<file path="src/rtl/div_ctrl.sv">
// div_ctrl
// ---------------------------------------------------------------------------
// Control wrapper that lets an execute stage run MIPS-style DIV/DIVU on a
// multi-cycle *unsigned* divider. Signed operands are converted to
// magnitudes on the way in, and the quotient/remainder signs are restored on
// the way out. Divide-by-zero is handled locally and never reaches the
// divider. A watchdog aborts an operation whose divider never answers.
//
// Ports
//   clk           rising-edge clock
//   rst_n         asynchronous active-low reset
//   div_req       divide request from EX, held until the result is consumed
//   div_signed    1 = DIV (signed), 0 = DIVU
//   opdata1       dividend
//   opdata2       divisor
//   annul         pipeline flush: abandon whatever is in flight
//   div_start     one-cycle start pulse to the divider
//   div_a, div_b  unsigned dividend / divisor presented to the divider
//   div_done      divider completion flag
//   div_quot      divider quotient  (valid with div_done)
//   div_rem       divider remainder (valid with div_done)
//   result        {HI = remainder, LO = quotient}
//   result_valid  result ready for HI/LO writeback
//   stall_req     stall request to the pipeline (combinational)
//   err           sticky watchdog-timeout flag, cleared only by reset
//
// Parameter
//   TIMEOUT       number of WAIT cycles allowed before the operation aborts
// ---------------------------------------------------------------------------
module div_ctrl #(
    parameter int TIMEOUT = 48
) (
    input  logic        clk,
    input  logic        rst_n,
    input  logic        div_req,
    input  logic        div_signed,
    input  logic [31:0] opdata1,
    input  logic [31:0] opdata2,
    input  logic        annul,
    output logic        div_start,
    output logic [31:0] div_a,
    output logic [31:0] div_b,
    input  logic        div_done,
    input  logic [31:0] div_quot,
    input  logic [31:0] div_rem,
    output logic [63:0] result,
    output logic        result_valid,
    output logic        stall_req,
    output logic        err
);

    // Counter only has to reach TIMEOUT-1.
    localparam int CNT_W = (TIMEOUT > 1) ? $clog2(TIMEOUT) : 1;
    localparam logic [CNT_W-1:0] CNT_LAST = CNT_W'(TIMEOUT - 1);
    localparam logic [CNT_W-1:0] CNT_ONE  = CNT_W'(1);

    typedef enum logic [2:0] {
        IDLE  = 3'd0,
        DZERO = 3'd1,
        ISSUE = 3'd2,
        WAIT  = 3'd3,
        FIX   = 3'd4,
        DONE  = 3'd5
    } state_t;

    state_t             state_reg,  state_next;
    logic [CNT_W-1:0]   cnt_reg,    cnt_next;
    logic [31:0]        a_reg,      a_next;
    logic [31:0]        b_reg,      b_next;
    logic               sign_q_reg, sign_q_next;
    logic               sign_r_reg, sign_r_next;
    logic [31:0]        quot_reg,   quot_next;
    logic [31:0]        rem_reg,    rem_next;
    logic [63:0]        result_reg, result_next;
    logic               err_reg,    err_next;

    // -----------------------------------------------------------------------
    // Operand magnitudes (index 0 = dividend, 1 = divisor).
    // Negating 0x80000000 wraps back to 0x80000000, which is exactly the
    // unsigned magnitude 2^31, so the most-negative value needs no special
    // handling.
    // -----------------------------------------------------------------------
    logic [31:0] op_raw [2];
    logic [31:0] op_mag [2];
    logic        op_neg [2];

    assign op_raw[0] = opdata1;
    assign op_raw[1] = opdata2;

    // -----------------------------------------------------------------------
    // Sign restoration of the divider outputs (index 0 = LO/quotient,
    // 1 = HI/remainder). The remainder follows the dividend's sign, the
    // quotient is negative when exactly one operand was negative.
    // -----------------------------------------------------------------------
    logic [31:0] fix_in  [2];
    logic        fix_neg [2];
    logic [31:0] fix_out [2];

    assign fix_in[0]  = quot_reg;
    assign fix_in[1]  = rem_reg;
    assign fix_neg[0] = sign_q_reg;
    assign fix_neg[1] = sign_r_reg;

    genvar gi;
    generate
        for (gi = 0; gi < 2; gi++) begin : g_lane
            assign op_neg[gi]  = div_signed & op_raw[gi][31];
            assign op_mag[gi]  = op_neg[gi] ? (~op_raw[gi] + 32'd1) : op_raw[gi];
            assign fix_out[gi] = fix_neg[gi] ? (~fix_in[gi] + 32'd1) : fix_in[gi];
        end
    endgenerate

    // -----------------------------------------------------------------------
    // Next-state and datapath logic
    // -----------------------------------------------------------------------
    always_comb begin
        state_next  = state_reg;
        cnt_next    = cnt_reg;
        a_next      = a_reg;
        b_next      = b_reg;
        sign_q_next = sign_q_reg;
        sign_r_next = sign_r_reg;
        quot_next   = quot_reg;
        rem_next    = rem_reg;
        result_next = result_reg;
        err_next    = err_reg;

        if (annul) begin
            // Flush wins over everything, including a div_done arriving in
            // the same cycle; the divider answer is simply dropped.
            state_next = IDLE;
        end else begin
            case (state_reg)
                IDLE: begin
                    if (div_req) begin
                        if (opdata2 == 32'd0) begin
                            state_next = DZERO;
                        end else begin
                            state_next  = ISSUE;
                            a_next      = op_mag[0];
                            b_next      = op_mag[1];
                            sign_q_next = op_neg[0] ^ op_neg[1];
                            sign_r_next = op_neg[0];
                        end
                    end
                end

                DZERO: begin
                    result_next = 64'h0;
                    state_next  = DONE;
                end

                ISSUE: begin
                    cnt_next   = '0;
                    state_next = WAIT;
                end

                WAIT: begin
                    // A completion in the last allowed cycle still counts.
                    if (div_done) begin
                        quot_next  = div_quot;
                        rem_next   = div_rem;
                        state_next = FIX;
                    end else if (cnt_reg == CNT_LAST) begin
                        err_next    = 1'b1;
                        result_next = 64'hFFFF_FFFF_FFFF_FFFF;
                        state_next  = DONE;
                    end else begin
                        cnt_next = cnt_reg + CNT_ONE;
                    end
                end

                FIX: begin
                    result_next = {fix_out[1], fix_out[0]};
                    state_next  = DONE;
                end

                DONE: begin
                    if (!div_req) begin
                        state_next = IDLE;
                    end
                end

                default: begin
                    state_next = IDLE;
                end
            endcase
        end
    end

    // -----------------------------------------------------------------------
    // State registers
    // -----------------------------------------------------------------------
    always_ff @(posedge clk or negedge rst_n) begin
        if (!rst_n) begin
            state_reg  <= IDLE;
            cnt_reg    <= '0;
            a_reg      <= 32'd0;
            b_reg      <= 32'd0;
            sign_q_reg <= 1'b0;
            sign_r_reg <= 1'b0;
            quot_reg   <= 32'd0;
            rem_reg    <= 32'd0;
            result_reg <= 64'd0;
            err_reg    <= 1'b0;
        end else begin
            state_reg  <= state_next;
            cnt_reg    <= cnt_next;
            a_reg      <= a_next;
            b_reg      <= b_next;
            sign_q_reg <= sign_q_next;
            sign_r_reg <= sign_r_next;
            quot_reg   <= quot_next;
            rem_reg    <= rem_next;
            result_reg <= result_next;
            err_reg    <= err_next;
        end
    end

    // -----------------------------------------------------------------------
    // Outputs
    // -----------------------------------------------------------------------
    // The start pulse is suppressed if a flush lands on the ISSUE cycle, so
    // a cancelled operation never occupies the divider.
    assign div_start    = (state_reg == ISSUE) & ~annul;
    assign div_a        = a_reg;
    assign div_b        = b_reg;
    assign result       = result_reg;
    assign result_valid = (state_reg == DONE);
    assign stall_req    = div_req & ~annul & (state_reg != DONE);
    assign err          = err_reg;

endmodule

</file>
<file path="config.mk">
export PLATFORM = sky130hd
export DESIGN_NAME = div_ctrl
export DESIGN_NICKNAME = d
export VERILOG_FILES = /design/src/rtl/div_ctrl.sv
export SDC_FILE = /design/constraint.sdc
export NUM_CORES = 1
export LEC_CHECK = 0
export CORE_AREA = 2 2 192 194
export DETAILED_ROUTE_END_ITERATION = 8
export DIE_AREA = 0 0 194 196
export SLEW_MARGIN = 0
export SYNTH_ARGS = -nofsm -noshare
export SYNTH_HDL_FRONTEND = slang
export SYNTH_SLANG_ARGS = --single-unit
</file>
<file path="constraint.sdc">
create_clock -name clk -period 6.03 [get_ports clk]
set_input_delay 1.5075 -clock clk [delete_from_list [all_inputs] [get_ports clk]]
set_output_delay 1.5075 -clock clk [all_outputs]
set_load 0.01 [all_outputs]
</file>
=== After elaboration in Yosys (flattened, before gate mapping) ===
Index checks and enable logic that the tools add are counted.

* Register bits: 204
* Input port bits: 134
* Output and inout port bits: 132
* Logic and storage cells: 69

* $add $sub $neg: 5
* Eq/ne operators: 13
* Muxes and demuxes: 17
* Bitwise logic cells: 13
* Reductions and logical operators: 11

{| class="wikitable"
|+ Operator list
! operator !! number
|-
| $pmux W64 S3 || 1
|-
| $add A32 B1 Y32 const B || 4
|-
| $mux W32 || 4
|-
| $mux W64 || 2
|-
| $not A32 Y32 || 4
|-
| $logic_not A32 Y1 || 1
|-
| $reduce_and A4 Y1 || 4
|-
| $mux W3 || 5
|-
| $pmux W3 S5 || 1
|-
| $mux W6 || 2
|-
| $pmux W6 S2 || 1
|-
| $ne A3 B3 Y1 const B || 3
|-
| $add A6 B1 Y6 const B || 1
|-
| $eq A3 B2 Y1 const B || 2
|-
| $eq A3 B3 Y1 const B || 2
|-
| $eq A6 B6 Y1 const B || 1
|-
| $ne A2 B2 Y1 const B || 3
|-
| $reduce_and A3 Y1 || 2
|-
| $and A1 B1 Y1 || 5
|-
| $ne A4 B4 Y1 const B || 1
|-
| $eq A3 B1 Y1 const B || 1
|-
| $logic_not A3 Y1 || 1
|-
| $not A1 Y1 || 3
|-
| $reduce_bool A3 Y1 || 1
|-
| other kinds (4) || 4
|}

=== Longest topological paths before layout ===
Gate-level depths: netlist of run 1.

* Depth after elaboration: 5
* Depth in mapped cells: 10
* Depth with buffers taken out: 8

=== Least setup slack after synthesis of run 1 ===
OpenSTA, ideal clock, no wires.

* Path type: input to output
* Start point: in annul
* End point: out div_start
* Arrival: 2.357 ns
* Required time: 4.523 ns
* Setup slack: 2.166 ns
* Stages on the path: 4
* Buffers on the path: 2
* Cell sequence: clkbuf_1 -> or2_2 -> clkbuf_1 -> nor2_1

* Cells in the longest elaborated chain, start to end: 2

{| class="wikitable"
|+ RTL lines
! item !! RTL line !! source
|-
| start, declared || 39 || <nowiki>input logic annul,</nowiki>
|-
| $not A1 Y1 (no source line) || n/a ||
|-
| $and A1 B1 Y1 || 225 || <nowiki>assign div_start = (state_reg == ISSUE) & ~annul;</nowiki>
|-
| end, declared || 40 || <nowiki>output logic div_start,</nowiki>
|}

Every way passes these cells.

=== Worst setup path in the final report of run 1 ===
Ends and elaborated chain as after synthesis.

==> impl_results.md, run 1 <==
* CP required at around 4.5 ns
* Pre-CTS setup slack at 1.17 ns
* Max incr delay on CP at roughly 0.61 ns
* Max_cap viols at 0
* Detailed placer's ending HPWL at about 22 mm
* Worst-Skew Late Latency at ~0.54 ns
* Post-synth top flop: dfrtp_1
* Final antenna-violating net count at 0
* Diode count at 0
* RSZ-0062 raised after global routing: false
* Total congestion overflow at 0
* Ys async rst share at 100%
* Die W at just under 200 um
* Number of top-level pins at between 200 and 300
* Arr. time, crit path at about 3.4 ns
* Hold buffer count at CTS at 0
* Largest vdd supply drop at 0.000273 V
* Resize count post-CTS at 0
* Slew HR at a little under a quarter
* Most common cell in the synthesized netlist: dfrtp_1
* Yosys top cell area share at 48.0%
* Crit path buf inv count at 2
* Post-synthesis cell area at between 0.01 and 0.015 mm2
* Layout area overhead at 37.5%
* Core footprint at 0.0361 mm2
* Sequential area share after synthesis at a little under half
* Top sig layer: met5
* Root buffer cell: clkbuf_16
* Post-layout util at 40.6%
* Final hold vios at 0
* Post-layout min period at ~4.9 ns
* Share of layout cells above drive strength 1 at a little over a tenth
* Via count at between 8000 and 9000
* Crit path max fanout at 9
* Setup Viol. Count Final at 0
* Synth cell types at between 60 and 70
* Area leader, netlist: dfrtp_1
* Vias in the first global route at just over 9000
* Achievable frequency at a little over 200 MHz
* CTS tree: yes
* CP Cell Sequence: clkdlybuf4s50_1 -> or2_2 -> nor2_1 -> clkdlybuf4s50_1
* Violation count after the first detailed-route iteration at around 260
* GP Congestion at slightly above 0.8
* Startpoint types: primary input
* Drt via density at roughly 5
* Reg2Reg Setup Slack at between 3 and 4 ns
* DR WL met2 at between 10 and 15 mm
* Clock Path Buffers at 3
* CP max-delay cell: clkdlybuf4s50_1
* DR WL/cell at ~18 um
* Post-Layout Inst Area at ~0.015 mm2
* Synthesized instance count at around 1100
* Area contributors post-synth: dfrtp_1 (48%), mux2_2 (6.9%), o21ai_0 (5.5%)
* Max FFs per register at 64
* Gr usage total at ~16%
* Met3 wire length at 2.43 mm
* Delay-heaviest family, CP: buffers and inverters
* Fin nets at approximately 1500
* Worst-Margin Slew at between 1 and 1.5 ns
* Initial Util at 29.5%
* Drt drc at 0
* Hold Slack at 0.477 ns
* CP dominant cell by count: clkdlybuf4s50_1
* Hold Path Class: flip-flop to flip-flop
* Status: complete, no violations
* PwrDens at between 400 and 500 mW/mm2
* Wl on met1 at 14.1 mm
* Clk_skew at 0.0115 ns
* Post-CTS setup buffers at 0
* Syn Nets at approximately 1200
* Max Slew Vio Count at 0
* Final period util at between 80% and 90%
* Most frequent cells after synthesis: dfrtp_1 (204), nand2_1 (130), o21ai_0 (117)
* Leakage at between 0.005 and 0.006 uW
* Num CTS Buffers at 26
* First-pass GRT wire length at about 51 mm
* Final WS setup at 1.17 ns
* Clk sinks at about 200
* Die height at around 200 um
* Yosys warns at 0
* Crit. End Element: output pin
* Number of buffers added on ports at approximately 270
* Drt first pass iters at 7
* Largest net degree at the start of global routing at around 120
* Clock-pin slew on the worst setup and hold paths at ~0.06 ns
* EDFF count, synth at 0
* Setup TNS at 0 ns
* H-tree Lvls at 1
* Number of synthesized register bits at between 200 and 250
* Routed WL at between 30 and 40 mm
* Placed instance area at around 0.014 mm2
* CP Class: primary input to output pin
* Die area at 0.0380 mm2
* Mean Syn Cell Area at roughly 9.8 um2
* Initial antenna violation count at 2
* FP Rows at 70
==> final timing paths <==
check                                        from                endpoint  cells past startpoint
hold reg to reg             div_b[28]$_DFFE_PN0P_   div_b[28]$_DFFE_PN0P_                      2
setup / recovery                            annul               div_start                      4
max in group asynchronous                   rst_n   div_a[26]$_DFFE_PN0P_                      2
setup reg to reg           rem_reg[0]$_DFFE_PN0P_  result[60]$_DFFE_PN0P_                      8
min in group asynchronous                   rst_n  result[17]$_DFFE_PN0P_                      1
hold / removal              div_b[28]$_DFFE_PN0P_   div_b[28]$_DFFE_PN0P_                      2
==> routing by layer <==
metal / up-vias / track usage, %
met1: 4326 / 21.5
met2: 246 / 26.5
met5: - / 0
li1: 4313 / -
met3: 48 / 5.02
met4: 4 / 4.52
==> stage by stage <==
| stage | power [uW] | instances |
|---|---|---|
| after floorplan | 4080 | 1083 |
| after global placement | 5570 | 1761 |
| after detailed placement | 5620 | 1761 |
| after CTS | 7330 | 1809 |
| after global routing | 7730 | 1809 |
| final | 7220 | 1809 |
==> cell families after synthesis <==
family | Yosys count | share of synthesized area [%]
AO/OA/AOI/OAI | 279 | 16.1
XOR/XNOR | 118 | 9.71
adder cells (fa/ha/maj) | 5 | 0.588
buffers and inverters | 78 | 3.08
AND/OR/NAND/NOR | 325 | 14.8
flip-flops | 204 | 48.0
multiplexers | 74 | 7.75
==> placed cells by master (no fill, tap or decap), drive strengths merged, types with 3 or more instances in the layout <==
| cell | n |
|---|---|
| a31oi | 5 |
| or3 | 11 |
| o41ai | 21 |
| nand3 | 7 |
| or4 | 8 |
| nor4b | 3 |
| clkbuf | 38 |
| clkinv | 6 |
| bufinv | 3 |
| nand4b | 4 |
| o21a | 16 |
| nand4 | 7 |
| nor4 | 17 |
| nor3 | 14 |
| buf | 9 |
| nand2 | 131 |
| nand3b | 3 |
| a22o | 5 |
| nor2 | 86 |
| clkdlybuf4s50 | 264 |
| nor2b | 3 |
| and2 | 5 |
| a21oi | 65 |
| dfrtp | 204 |
| mux2 | 67 |
| nand2b | 7 |
| inv | 14 |
| xor2 | 53 |
| ha | 5 |
| o21ai | 124 |
| xnor2 | 65 |
| or2 | 7 |
| o32a | 3 |
| o31ai | 31 |
| nor3b | 4 |
| mux2i | 7 |
==> report_power, final <==
part           switching [uW]  leakage [uW]  total [uW]  internal [uW]
clock network             635      0.000441        1640           1010
registers                 555       0.00257        2550           1990
logic                    1440       0.00292        3020           1580
total                    2630       0.00594        7220           4590
==> area by class of cell <==
cell class | instances | area (um2)
fill | 3600 | 21400
multi-input combinational | 801 | 5240
sequential | 204 | 5100
timing repair buffer | 274 | 2750
clock buffer | 37 | 763
tap | 468 | 586
clock inverter | 11 | 143
inverter | 14 | 52.6
==> worst register-to-register path: stages, from the launching register on <==
cell and delay, ns:
dfrtp_1 0.44, inv_1 0.08, ha_1 0.21, nor4b_1 0.64, nand4_1 0.45, o41ai_1 0.65
xnor2_1 0.18, nand2_1 0.07, a21oi_1 0.15
No activity file was read; power rests on OpenSTA's default activity.
==> inputs of run 2 (changes only) <==
Clock period 6.03 ns to 4.9 ns, I/O delays scaled along.
==> impl_results.md, run 2 (synthesized netlist as in run 1, its figures left out) <==
* Startpoint types: primary input (unchanged)
* Arr. time, crit path at 3.07 ns (was 3.35 ns)
* Die height at 196 um (unchanged)
* Status: complete, no violations (unchanged)
* Largest vdd supply drop at 0.000321 V (was 0.000273 V)
* Clock Path Buffers at 3 (unchanged)
* Diode count at 0 (unchanged)
* Layout area overhead at 37.9% (was 37.5%)
* Pre-CTS setup slack at 0.594 ns (was 1.17 ns)
* H-tree Lvls at 1 (unchanged)
* Hold buffer count at CTS at 0 (unchanged)
* Initial antenna violation count at 2 (unchanged)
* Final hold vios at 0 (unchanged)
* Reg2Reg Setup Slack at 2.01 ns (was 3.09 ns)
* Routed WL at 31.8 mm (was 32.0 mm)
* First-pass GRT wire length at 50.9 mm (was 50.6 mm)
* Clk_skew at 0.0196 ns (was 0.0115 ns)
* Largest net degree at the start of global routing at 82 (was 122)
* Num CTS Buffers at 26 (unchanged)
* Max_cap viols at 0 (unchanged)
* Max Slew Vio Count at 0 (unchanged)
* Drt drc at 0 (unchanged)
* Post-layout min period at 4.29 ns
* Max FFs per register at 64 (unchanged)
* DR WL/cell at 17.5 um (was 17.7 um)
* Drt first pass iters at 5 (was 7)
* Root buffer cell: clkbuf_16 (unchanged)
* Die W at 194 um (unchanged)
* Worst-Margin Slew at 1.15 ns (about the same)
* Slew HR at 23.5% (was 23.2%)
* Initial Util at 29.5% (unchanged)
* Share of layout cells above drive strength 1 at 11.0% (was 10.6%)
* Crit. End Element: output pin (unchanged)
* Total congestion overflow at 0 (unchanged)
* Hold Path Class: flip-flop to flip-flop (unchanged)
* Setup TNS at 0 ns (unchanged)
* CP Class: primary input to output pin (unchanged)
* Post-CTS setup buffers at 0 (unchanged)
* Resize count post-CTS at 0 (unchanged)
* Leakage at 0.00597 uW (was 0.00594 uW)
* RSZ-0062 raised after global routing: false (unchanged)
* PwrDens at 601 mW/mm2 (was 493 mW/mm2)
* Final antenna-violating net count at 0 (unchanged)
* Detailed placer's ending HPWL at 22.7 mm (was 22.3 mm)
* CP required at 3.67 ns (was 4.52 ns)
* Commonest non-fill, non-tap cell in the layout: clkdlybuf4s50_1 (unchanged)
* Fin nets at 1464 (was 1460)
* Setup Viol. Count Final at 0 (unchanged)
* FP Rows at 70 (unchanged)
* Gr usage total at 16.5% (about the same)
* Final period util at ~90%
* Number of top-level pins at 266 (unchanged)
* Via count at 8967 (was 8937)
* Achievable frequency at 233 MHz
* Commonest non-fill, non-tap cells in the layout: clkdlybuf4s50_1 (264), dfrtp_1 (204), nand2_1 (130) (unchanged)
* Number of buffers added on ports at 265 (unchanged)
* Violation count after the first detailed-route iteration at 258 (was 259)
* GP Congestion at 0.832 (was 0.819)
* Core footprint at 0.0361 mm2 (unchanged)
* Drt via density at 4.95 (was 4.94)
* Worst-Skew Late Latency at 0.53 ns (was 0.54 ns)
* Clock-pin slew on the worst setup and hold paths at 0.06 ns (about the same)
* Crit path max fanout at 9 (unchanged)
* Clk sinks at 204 (unchanged)
* Vias in the first global route at 9114 (was 9075)
* Final WS setup at 0.606 ns (was 1.17 ns)
* CTS tree: yes (unchanged)
* Die area at 0.0380 mm2 (unchanged)
==> run 2: changes by cell type in the layout (fill, tap and decap cells not counted), sizes merged <==
cell | before | now
clkinv | 6 | 8
buf | 9 | 13
clkbuf | 38 | 33
clkinvlp | 2 | 3
==> run 2: worst paths after layout <==
check | depth (start not counted) | endpoint | from
min in group asynchronous | 1 | result[13]$_DFFE_PN0P_ | rst_n
min | 2 | div_a[16]$_DFFE_PN0P_ | div_a[16]$_DFFE_PN0P_
max in group asynchronous | 2 | rem_reg[28]$_DFFE_PN0P_ | rst_n
max | 4 | div_start | annul
max reg2reg | 8 | result[60]$_DFFE_PN0P_ | rem_reg[1]$_DFFE_PN0P_
min reg2reg | 2 | div_a[16]$_DFFE_PN0P_ | div_a[16]$_DFFE_PN0P_
==> run 2: worst max-delay path: stages <==
cell             delay, ns
clkdlybuf4s50_1       0.60
or2_2                 0.46
nor2_1                0.21
clkdlybuf4s50_1       0.57
==> run 2: per-layer routing <==
layer / wire length (um) / GRT usage (%)
met1: 13900 / 21.4
met2: 14800 / 27.3
met3: 2440 / 4.95
met4: 663 / 3.68
met5: 25 / 0
==> run 2: per-stage QoR <==
step / hold WS, ns / cell area, um2 / power (uW) / utilization [%] / cells
after CTS: 0.484 / 14700 / 8960 / 40.7 / 1811
after floorplan: 0.500 / 10600 / 5020 / - / 1083
after global routing: 0.502 / 14700 / 9470 / 40.7 / 1811
final: 0.482 / 14700 / 8830 / 40.7 / 1811
after global placement: 0.462 / 13800 / 6870 / 38.2 / 1765
after detailed placement: 0.470 / 13800 / 6920 / 38.2 / 1765
==> run 2: where the power goes <==
group	internal, uW	switching [uW]
Combinational	1960	1760
Sequential	2450	691
Clock	1200	763
Total	5620	3210
==> run 2: layout make-up <==
cell class / count / area [um2]
Clock buffer: 32 / 723
Inverter: 14 / 52.6
Sequential cell: 204 / 5100
Clock inverter: 14 / 168
Fill cell: 3579 / 21400
Multi-Input combinational cell: 801 / 5240
Tap cell: 468 / 586
Timing Repair Buffer: 278 / 2800
==> inputs of run 3 (changes only) <==
Settings changed: DONT_BUFFER_PORTS set to 1.
==> impl_results.md, run 3 (synthesized netlist as in run 1, its figures left out) <==
* Routed WL at 30.7 mm (was 31.8 mm)
* Post-layout min period at 3.17 ns (was 4.29 ns)
* Slew HR at 36.7% (was 23.5%)
* Number of top-level pins at 266 (unchanged)
* Max FFs per register at 64 (unchanged)
* Fillers at 3650 (was 3579)
* Share of layout cells above drive strength 1 at 13.1% (was 11.0%)
* Die area at 0.0380 mm2 (unchanged)
* Violation count after the first detailed-route iteration at 261 (was 258)
* CP required at 3.67 ns (about the same)
* First-pass GRT wire length at 48.1 mm (was 50.9 mm)
* Number of buffers added on ports at 0 (was 265)
* DR WL/cell at 19.9 um (was 17.5 um)
* Worst-Skew Late Latency at 0.54 ns (was 0.53 ns)
* Gr usage total at 15.9% (was 16.5%)
* Commonest non-fill, non-tap cells in the layout: dfrtp_1 (204), nand2_1 (130), o21ai_0 (117) (was clkdlybuf4s50_1 (264), dfrtp_1 (204), nand2_1 (130))
* Num CTS Buffers at 25 (was 26)
* Hold Slack at 0.380 ns (was 0.482 ns)
* Area occupied by multi-input gates at 0.00524 mm2 (unchanged)
* Crit path max fanout at 14 (was 9)
* Drt first pass iters at 4 (was 5)
* Register Area at 0.00510 mm2 (unchanged)
* Vias in the first global route at 8046 (was 9114)
* Startpoint types: flip-flop (was primary input)
* Fin nets at 1194 (was 1464)
* H-tree Lvls at 1 (unchanged)
* Status: complete, no violations (unchanged)
* Setup Viol. Count Final at 0 (unchanged)
* RSZ-0062 raised after global routing: false (unchanged)
* Detailed placer's ending HPWL at 21.5 mm (was 22.7 mm)
* GP Congestion at 0.854 (was 0.832)
* Resize count post-CTS at 0 (unchanged)
* CP Class: flip-flop to output pin (was primary input to output pin)
* Layout area overhead at 12.2% (was 37.9%)
* CTS tree: yes (unchanged)
* Root buffer cell: clkbuf_16 (unchanged)
* Arr. time, crit path at 1.94 ns (was 3.07 ns)
* Crit. End Element: output pin (unchanged)
* Clk_skew at 0.0143 ns (was 0.0196 ns)
* PwrDens at 645 mW/mm2 (was 601 mW/mm2)
* Final antenna-violating net count at 0 (unchanged)
* Total congestion overflow at 0 (unchanged)
* Clock-pin slew on the worst setup and hold paths at 0.06 ns (about the same)
* Die height at 196 um (unchanged)
* Clock Path Buffers at 3 (unchanged)
* Clk sinks at 204 (unchanged)
* Largest vdd supply drop at 0.000363 V (was 0.000321 V)
* Commonest non-fill, non-tap cell in the layout: dfrtp_1 (was clkdlybuf4s50_1)
* FP Rows at 70 (unchanged)
* Setup TNS at 0 ns (unchanged)
* Core footprint at 0.0361 mm2 (unchanged)
* Diode count at 0 (unchanged)
* Initial antenna violation count at 2 (unchanged)
* Final period util at 64.6% (was 87.6%)
* Via count at 7984 (was 8967)
* Drt drc at 0 (unchanged)
* Max Slew Vio Count at 0 (unchanged)
* Max_cap viols at 0 (unchanged)
* Final hold vios at 0 (unchanged)
* Initial Util at 29.5% (unchanged)
* Largest net degree at the start of global routing at 205 (was 82)
* Hold Path Class: primary input to async pin (was flip-flop to flip-flop)
* Drt via density at 5.18 (was 4.95)
* Worst-Margin Slew at 0.949 ns (was 1.15 ns)
* Post-CTS setup buffers at 0 (unchanged)
* Leakage at 0.00490 uW (was 0.00597 uW)
* Hold buffer count at CTS at 0 (unchanged)
* Achievable frequency at 316 MHz (was 233 MHz)
* Die W at 194 um (unchanged)
## run 3: final timing paths
kind	start	endpoint	slack [ns]	cells past startpoint
max reg2reg	rem_reg[6]$_DFFE_PN0P_	result[63]$_DFFE_PN0P_	1.99	5
max	state_reg[2]$_DFFE_PN0P_	div_start	1.73	3
min reg2reg	sign_r_reg$_DFFE_PN0P_	sign_r_reg$_DFFE_PN0P_	0.48	2
max in group asynchronous	rst_n	sign_r_reg$_DFFE_PN0P_	4.31	0
min	rst_n	result[11]$_DFFE_PN0P_	0.38	0
min in group clk	sign_r_reg$_DFFE_PN0P_	sign_r_reg$_DFFE_PN0P_	0.48	2
## run 3: worst max-delay path: stages (launching register included)
cell      delay [ns]
dfrtp_1         0.52
nand2b_1        0.23
or2_2           0.37
nor2_1          0.29
## run 3: metrics by stage
stage,cells,worst slack (ns),cell area [um2],total power [uW],util [%]
finish,1542,1.73,11900,7700,33.1
global route,1542,1.61,11900,8290,33.1
CTS,1542,1.69,11900,7830,33.1
detailed placement,1496,1.31,11100,5770,30.7
global placement,1496,1.40,11100,5710,30.7
floorplan,1083,1.60,10600,5020,-
## run 3: final cells by class
cell class / count / share of cell area (%)
clock buffers: 33 / 5.91
clock inverters: 13 / 1.49
inverters: 14 / 0.440
multi-input cells: 801 / 43.9
flip-flops and latches: 204 / 42.7
repair buffers: 9 / 0.670
well taps: 468 / 4.90
## run 3: routing by layer
metal  up-vias  GRT usage [%]  wire length [um]
li1       3773              -                 -
met1      3917           19.8             12700
met2       250           26.1             14300
met3        40           6.26              3080
met4         4           3.73               510
met5         -              0                24
## run 3: report_power, final
group          total (uW)  internal [uW]  switching [uW]
Sequential           3540           2450            1080
Combinational        2180            988            1190
Clock                1990           1220             763
